File: src/rtl/song_pkg.sv
// Shared types and pitch helpers for the song player: state encoding,
// note-code frequency table and the half-period calculation.
package song_pkg;

    localparam int unsigned NOTE_W    = 4;
    localparam int unsigned NUM_NOTES = 28;

    typedef enum logic [1:0] {
        IDLE,
        PLAY,
        GAP,
        DONE
    } state_t;

    // Index 0 is unused; codes 0 and 8..15 are rests.
    localparam int unsigned NOTE_FREQ [8] = '{0, 262, 294, 330, 349, 392, 440, 494};

    function automatic int unsigned half_period(input logic [NOTE_W-1:0] code,
                                                input int unsigned       clk_hz);
        int unsigned h;
        if (code == '0 || code > NOTE_W'(7)) begin
            return 0;
        end
        h = clk_hz / (2 * NOTE_FREQ[code[2:0]]);
        return (h == 0) ? 1 : h;
    endfunction

endpackage

File: src/rtl/song_player_tone_gen.sv
// Square-wave tone generator: looks up the half period of the note code
// and toggles the buzzer phase every half period while enabled.
module tone_gen
    import song_pkg::*;
#(
    parameter int unsigned CLK_HZ = 100_000_000
) (
    input  logic              clk,
    input  logic              rst_n,
    input  logic              en,
    input  logic              clr,
    input  logic [NOTE_W-1:0] code,
    output logic              buzzer
);

    localparam int unsigned CODES    = 1 << NOTE_W;
    localparam int unsigned MAX_HALF = half_period(NOTE_W'(1), CLK_HZ);
    localparam int unsigned CNT_W    = (MAX_HALF > 1) ? $clog2(MAX_HALF) : 1;

    logic [CNT_W-1:0] last_lut [CODES];
    logic             tone_lut [CODES];
    logic [CNT_W-1:0] cnt;
    logic             phase;

    // Constant per-code table; the loop unrolls into fixed values.
    always_comb begin
        for (int unsigned i = 0; i < CODES; i++) begin
            tone_lut[i] = (half_period(NOTE_W'(i), CLK_HZ) != 0);
            last_lut[i] = tone_lut[i] ? CNT_W'(half_period(NOTE_W'(i), CLK_HZ) - 1) : '0;
        end
    end

    always_ff @(posedge clk or negedge rst_n) begin
        if (!rst_n) begin
            cnt   <= '0;
            phase <= 1'b0;
        end else if (clr) begin
            cnt   <= '0;
            phase <= 1'b0;
        end else if (en && tone_lut[code]) begin
            if (cnt == last_lut[code]) begin
                cnt   <= '0;
                phase <= ~phase;
            end else begin
                cnt <= cnt + 1'b1;
            end
        end
    end

    assign buzzer = phase & en;

endmodule

File: src/rtl/song_player.sv
// Song player: snapshots a packed song, steps through its notes at a fixed
// beat rate with an optional silent gap, and drives a square-wave buzzer.
module song_player
    import song_pkg::*;
#(
    parameter int unsigned NUM_NOTES  = song_pkg::NUM_NOTES,
    parameter int unsigned NOTE_W     = song_pkg::NOTE_W,
    parameter int unsigned BEAT_TICKS = 25_000_000,
    parameter int unsigned GAP_TICKS  = 2_500_000,
    parameter int unsigned CLK_HZ     = 100_000_000
) (
    input  logic                        clk,
    input  logic                        rst_n,
    input  logic [NUM_NOTES*NOTE_W-1:0] song_packed,
    input  logic                        start,
    input  logic                        pause,
    input  logic                        stop,
    output logic                        buzzer,
    output logic [NOTE_W-1:0]           note,
    output logic [4:0]                  note_idx,
    output logic                        playing,
    output logic                        done
);

    localparam int unsigned BEAT_W = (BEAT_TICKS > 1) ? $clog2(BEAT_TICKS) : 1;
    localparam int unsigned GAP_W  = (GAP_TICKS > 1) ? $clog2(GAP_TICKS) : 1;
    localparam logic [BEAT_W-1:0] BEAT_LAST = BEAT_W'(BEAT_TICKS - 1);
    localparam logic [GAP_W-1:0]  GAP_LAST  = GAP_W'((GAP_TICKS > 0) ? GAP_TICKS - 1 : 0);
    localparam logic [4:0]        LAST_IDX  = 5'(NUM_NOTES - 1);

    state_t                      state;
    logic [BEAT_W-1:0]           beat_cnt;
    logic [GAP_W-1:0]            gap_cnt;
    logic [NUM_NOTES*NOTE_W-1:0] snap;
    logic [NOTE_W-1:0]           notes [NUM_NOTES];
    logic [4:0]                  next_idx;
    logic                        beat_end, gap_end, advance, is_last;
    logic                        enter_play, tone_en, tone_clr;

    // The tone counter must clear on the same edge that enters PLAY, so
    // the transition conditions are decoded here rather than inside the FSM.
    always_comb begin
        for (int unsigned i = 0; i < NUM_NOTES; i++) begin
            notes[i] = snap[i*NOTE_W +: NOTE_W];
        end
        next_idx   = note_idx + 5'd1;
        beat_end   = (beat_cnt == BEAT_LAST);
        gap_end    = (gap_cnt == GAP_LAST);
        advance    = !pause && ((state == PLAY && beat_end && GAP_TICKS == 0) ||
                                (state == GAP && gap_end));
        is_last    = (note_idx >= LAST_IDX);
        enter_play = !stop && ((start && (state == IDLE || state == DONE)) ||
                               (advance && !is_last));
        tone_en    = (state == PLAY) && !pause;
        tone_clr   = stop || enter_play;
    end

    always_ff @(posedge clk or negedge rst_n) begin
        if (!rst_n) begin
            state    <= IDLE;
            beat_cnt <= '0;
            gap_cnt  <= '0;
            snap     <= '0;
            note     <= '0;
            note_idx <= '0;
            playing  <= 1'b0;
            done     <= 1'b0;
        end else begin
            done <= 1'b0;
            if (stop) begin
                state    <= IDLE;
                beat_cnt <= '0;
                gap_cnt  <= '0;
                note     <= '0;
                note_idx <= '0;
                playing  <= 1'b0;
            end else if (advance) begin
                beat_cnt <= '0;
                gap_cnt  <= '0;
                if (is_last) begin
                    state   <= DONE;
                    done    <= 1'b1;
                    playing <= 1'b0;
                    note    <= '0;
                end else begin
                    state    <= PLAY;
                    note_idx <= next_idx;
                    note     <= notes[next_idx];
                end
            end else begin
                case (state)
                    IDLE, DONE: begin
                        if (start) begin
                            snap     <= song_packed;
                            note_idx <= '0;
                            beat_cnt <= '0;
                            gap_cnt  <= '0;
                            note     <= song_packed[NOTE_W-1:0];
                            playing  <= 1'b1;
                            state    <= PLAY;
                        end
                    end
                    PLAY: begin
                        if (!pause) begin
                            if (!beat_end) begin
                                beat_cnt <= beat_cnt + 1'b1;
                            end else begin
                                beat_cnt <= '0;
                                gap_cnt  <= '0;
                                note     <= '0;
                                state    <= GAP;
                            end
                        end
                    end
                    GAP: begin
                        if (!pause) begin
                            gap_cnt <= gap_cnt + 1'b1;
                        end
                    end
                    default: state <= IDLE;
                endcase
            end
        end
    end

    tone_gen #(
        .CLK_HZ(CLK_HZ)
    ) u_tone (
        .clk   (clk),
        .rst_n (rst_n),
        .en    (tone_en),
        .clr   (tone_clr),
        .code  (note),
        .buzzer(buzzer)
    );

endmodule
File: config.mk
export PLATFORM = sky130hd
export DESIGN_NAME = song_player
export DESIGN_NICKNAME = d
export VERILOG_FILES = /design/src/rtl/song_pkg.sv /design/src/rtl/song_player_tone_gen.sv /design/src/rtl/song_player.sv
export SDC_FILE = /design/constraint.sdc
export NUM_CORES = 1
export LEC_CHECK = 0
export ABC_AREA = 1
export CAP_MARGIN = 20
export CELL_PAD_IN_SITES_DETAIL_PLACEMENT = 0
export CELL_PAD_IN_SITES_GLOBAL_PLACEMENT = 2
export CORE_MARGIN = 5
export CORE_UTILIZATION = 29
export DETAILED_ROUTE_END_ITERATION = 8
export PLACE_DENSITY = 0.85
export SYNTH_ARGS = -nofsm -noshare
export SYNTH_HDL_FRONTEND = slang
export SYNTH_SLANG_ARGS = --single-unit
File: constraint.sdc
create_clock -name clk -period 1.9 [get_ports clk]
set_input_delay 0.38 -clock clk [delete_from_list [all_inputs] [get_ports clk]]
set_output_delay 0.38 -clock clk [all_outputs]
set_load 0.005 [all_outputs]
==> results of run 1 <==
power by group:
group / total, uW / internal (uW) / switching, uW
Sequential: 6000 / 5300 / 704
Clock: 3720 / 1870 / 1860
Combinational: 9950 / 4590 / 5350
timing repair:
action,in CTS,in global routing
hold buffers,1,0
hold endpoints to repair,18,0
pin swaps,16,54
gates cloned,3,37
setup endpoints to repair,197,197
setup buffers,18,12
resized for setup,96,464
sequential cells by signal (all words and copies together) (netlist names):
register and cells:
beat_cnt 25, note_idx 5, note 4, snap 112, state 2, done 1
u_tone.phase 1, u_tone.cnt 18, gap_cnt 22, playing 1
worst paths after layout:
check	start	end	slack, ns	depth (start not counted)
max in group asynchronous	rst_n	snap[41]$_DFFE_PN0P_	0.91	3
setup / recovery	note[0]$_DFFE_PN0P_	u_tone.cnt[10]$_DFFE_PN0P_	-0.18	13
hold reg to reg	snap[77]$_DFFE_PN0P_	snap[77]$_DFFE_PN0P_	0.48	2
setup reg to reg	note[0]$_DFFE_PN0P_	u_tone.cnt[10]$_DFFE_PN0P_	-0.18	13
hold / removal	rst_n	gap_cnt[8]$_DFFE_PN0P_	0.37	2
min in group clk	song_packed[76]	snap[76]$_DFFE_PN0P_	0.46	3
Yosys cell counts:
| master | instances |
|---|---|
| or2_2 | 5 |
| inv_4 | 1 |
| nand2_4 | 2 |
| inv_1 | 180 |
| nand2_1 | 580 |
| ha_1 | 13 |
| nand2_2 | 4 |
| nor2_2 | 4 |
| nor3_2 | 2 |
| o21ai_1 | 10 |
| nand3b_1 | 4 |
| nor2_8 | 2 |
| inv_2 | 9 |
| nand3_4 | 1 |
| buf_6 | 3 |
| and2_1 | 1 |
| dfrtp_1 | 191 |
| o211ai_1 | 28 |
| nor3_1 | 32 |
| nor2_1 | 134 |
| nand3_1 | 185 |
| nand3_2 | 2 |
| nand4_2 | 1 |
| nand4_1 | 34 |
| clkbuf_1 | 32 |
| o21ai_0 | 120 |
| nor2_4 | 2 |
| buf_4 | 12 |
| o21ai_4 | 1 |
| a21oi_1 | 19 |
| o21ai_2 | 6 |
| xor2_1 | 10 |
| and3_1 | 1 |
| xnor2_1 | 2 |
| buf_2 | 23 |
| clkinv_1 | 1 |
| o31ai_1 | 1 |
cell families after synthesis:
kind of cell	Yosys count
XOR/XNOR	12
buffers and inverters	261
AND/OR/NAND/NOR	996
flip-flops	191
adder cells (fa/ha/maj)	13
AO/OA/AOI/OAI	185
final cells by class:
class | instances | area [um^2] | share of cell area (%)
flip-flops and latches | 191 | 4780 | 27.1
repair buffers | 354 | 3950 | 22.3
clock inverters | 13 | 153 | 0.863
inverters | 191 | 766 | 4.33
multi-input cells | 1206 | 6920 | 39.1
clock buffers | 19 | 433 | 2.45
well taps | 518 | 648 | 3.67
repair inverters | 2 | 27.5 | 0.156
critical path, delay by kind of cell, from the launching register on:
family	cells	cell delay, ns
buffers and inverters	2	0.32
adder cells (fa/ha/maj)	1	0.20
flip-flops	1	0.47
AO/OA/AOI/OAI	1	0.22
AND/OR/NAND/NOR	9	0.77
layer usage:
| layer | routed length, um | track usage, % | vias to the layer above |
|---|---|---|---|
| li1 | - | - | 5933 |
| met1 | 18700 | 23.4 | 5788 |
| met2 | 20300 | 27.8 | 255 |
| met3 | 1860 | 3.39 | 49 |
| met4 | 784 | 5.14 | 6 |
| met5 | 41 | 0 | - |
per-stage QoR:
stage                     total power (uW)  hold slack (ns)  util (%)  cell area [um^2]  setup TNS, ns
after floorplan                       9570           0.0844         -             11400              0
after global placement               11900            0.285      37.3             14500         -51.99
after detailed placement             12000            0.284      37.3             14500         -59.36
after CTS                            16700            0.362      40.0             15500         -16.03
after global routing                 20900            0.375      45.5             17700         -38.77
final                                19700            0.367      45.5             17700         -20.26
==> results.yml, run 1 <==
route:
  wl_per_cell_um: 16.7
  routed_wl_um: 41700
  post-route-drc-count: 0
  vias_per_cell: 4.82
  vias: 12031
  ant_nets: 0
  drt_iter0_markers: 824
  firstDrtPassIters: 8
sta:
  rsz0062_at_grt: "true"
  hold_viol_final: 0
  setup-violations-final: 178
  fin_worst_skew_ns: 0.0185
  finalMaxSlewViolations: 0
  setup_ws_ns: -0.183
  period_share_pct: 110
  period_minus_slack_ns: 2.08
  maxSlewHeadroom_pct: 73.0
  maxClockFrequency_mhz: 480
  worstMarginPinSlew_ns: 0.404
critical_path:
  critical_path_class: "reg -> reg"
  crit_arrival_ns: 2.44
  path_cells: "buf_6 -> ha_1 -> nand2_2 -> nand3_1 -> nand2_1 -> nand2_2 -> nor2_2 -> nand2_1 -> nor2_2 -> nand2_2 -> o21ai_4 -> buf_12 -> nor2_1"
  crit_slowest_cell: "dfrtp_2"
  cp.required_ns: 2.26
  worstPathMaxFanout: 8
  cp-end-kind: "flip-flop"
  slowest_delay_ns: 0.47
  startpoint_type: "flip-flop"
  cpMostUsedCell: "nand2_2"
logic_synthesis:
  ys_types: 37
  synth_top_family_by_area: "simple AND/OR/NAND/NOR gates"
  synth_area_um2: 11400
  syn_avg_cell_area_um2: 6.89
  synthTopCellsByArea: "dfrtp_1, nand2_1, nand3_1"
  ys_seq_area_share_pct: 41.9
  synth_compound_area_share_pct: 9.04
  ys_seq_elements: 191
  synth-simple-area-share_pct: 37.3
  yosys.area.top_type: "dfrtp_1"
  synthMuxAreaShare_pct: 0
  synth_xor_area_share_pct: 0.921
  syn-num-nets: 1788
  yosys_warnings: 0
  synth_cells: 1658
  yosysTopAreaCellShare_pct: 41.9
  synth_fa_ha_area_share_pct: 1.42
clock_tree:
  htree_levels: 4
  root_buffer: "clkbuf_16"
  clkLatencyLatePin_ns: 0.46
  clock-sinks: 191
  clkTransAtPathRegs_ns: 0.08
  cts_buffer_depth: 2
  cts_tree: "done"
  cts_made_buffers: 17
floorplan:
  io_pins: 129
  die_width_um: 208
  num_rows: 72
  fp.dieH_um: 208
  dieArea_um2: 43400
  core_um2: 38800
  start_util_pct: 29.4
placed_design:
  gp_congestion: 0.874
  dp_hpwl_um: 27500
  dp_cells: 2396
  pre_cts_slack_ns: -0.419
  io_buffers: 128
global_route:
  track_usage_pct: 17.2
  grt_start_max_net_pins: 63
  antenna_found_initial: 3
  grt_remaining_overflow: 0
  grt_pass1_vias: 11720
  grt_pass1_wl_um: 61100
pwr:
  leakagePower_uw: 0.00840
  max-vdd-ir-drop_mv: 0.537
  power_density_nw_per_um2: 1110
finish:
  areaGrowthSynthToFinish_pct: 54.9
  layout_commonest_cell: "nand2_1"
  layout-drive-gt1-share_pct: 30.7
  fin_cells: 2494
  fin_nets: 2093
  antenna_cells: 0
  layout_common_cells: "nand2_1, dfrtp_1, inv_1"
  nFillCells: 3865
flow_run:
  drv_cap: 0
worst_hold_path:
  hold_class: "in -> async"
run_status:
  outcome: "finished, violations left"
  violations: "negative setup slack"
Note: power is estimated with default switching activity, not from simulation.
==> inputs of run 2 (changes only) <==
- CAP_MARGIN: 20 -> 25
==> results of run 2 <==
The final DEF is identical to that of run 1; final timing and power are the same.
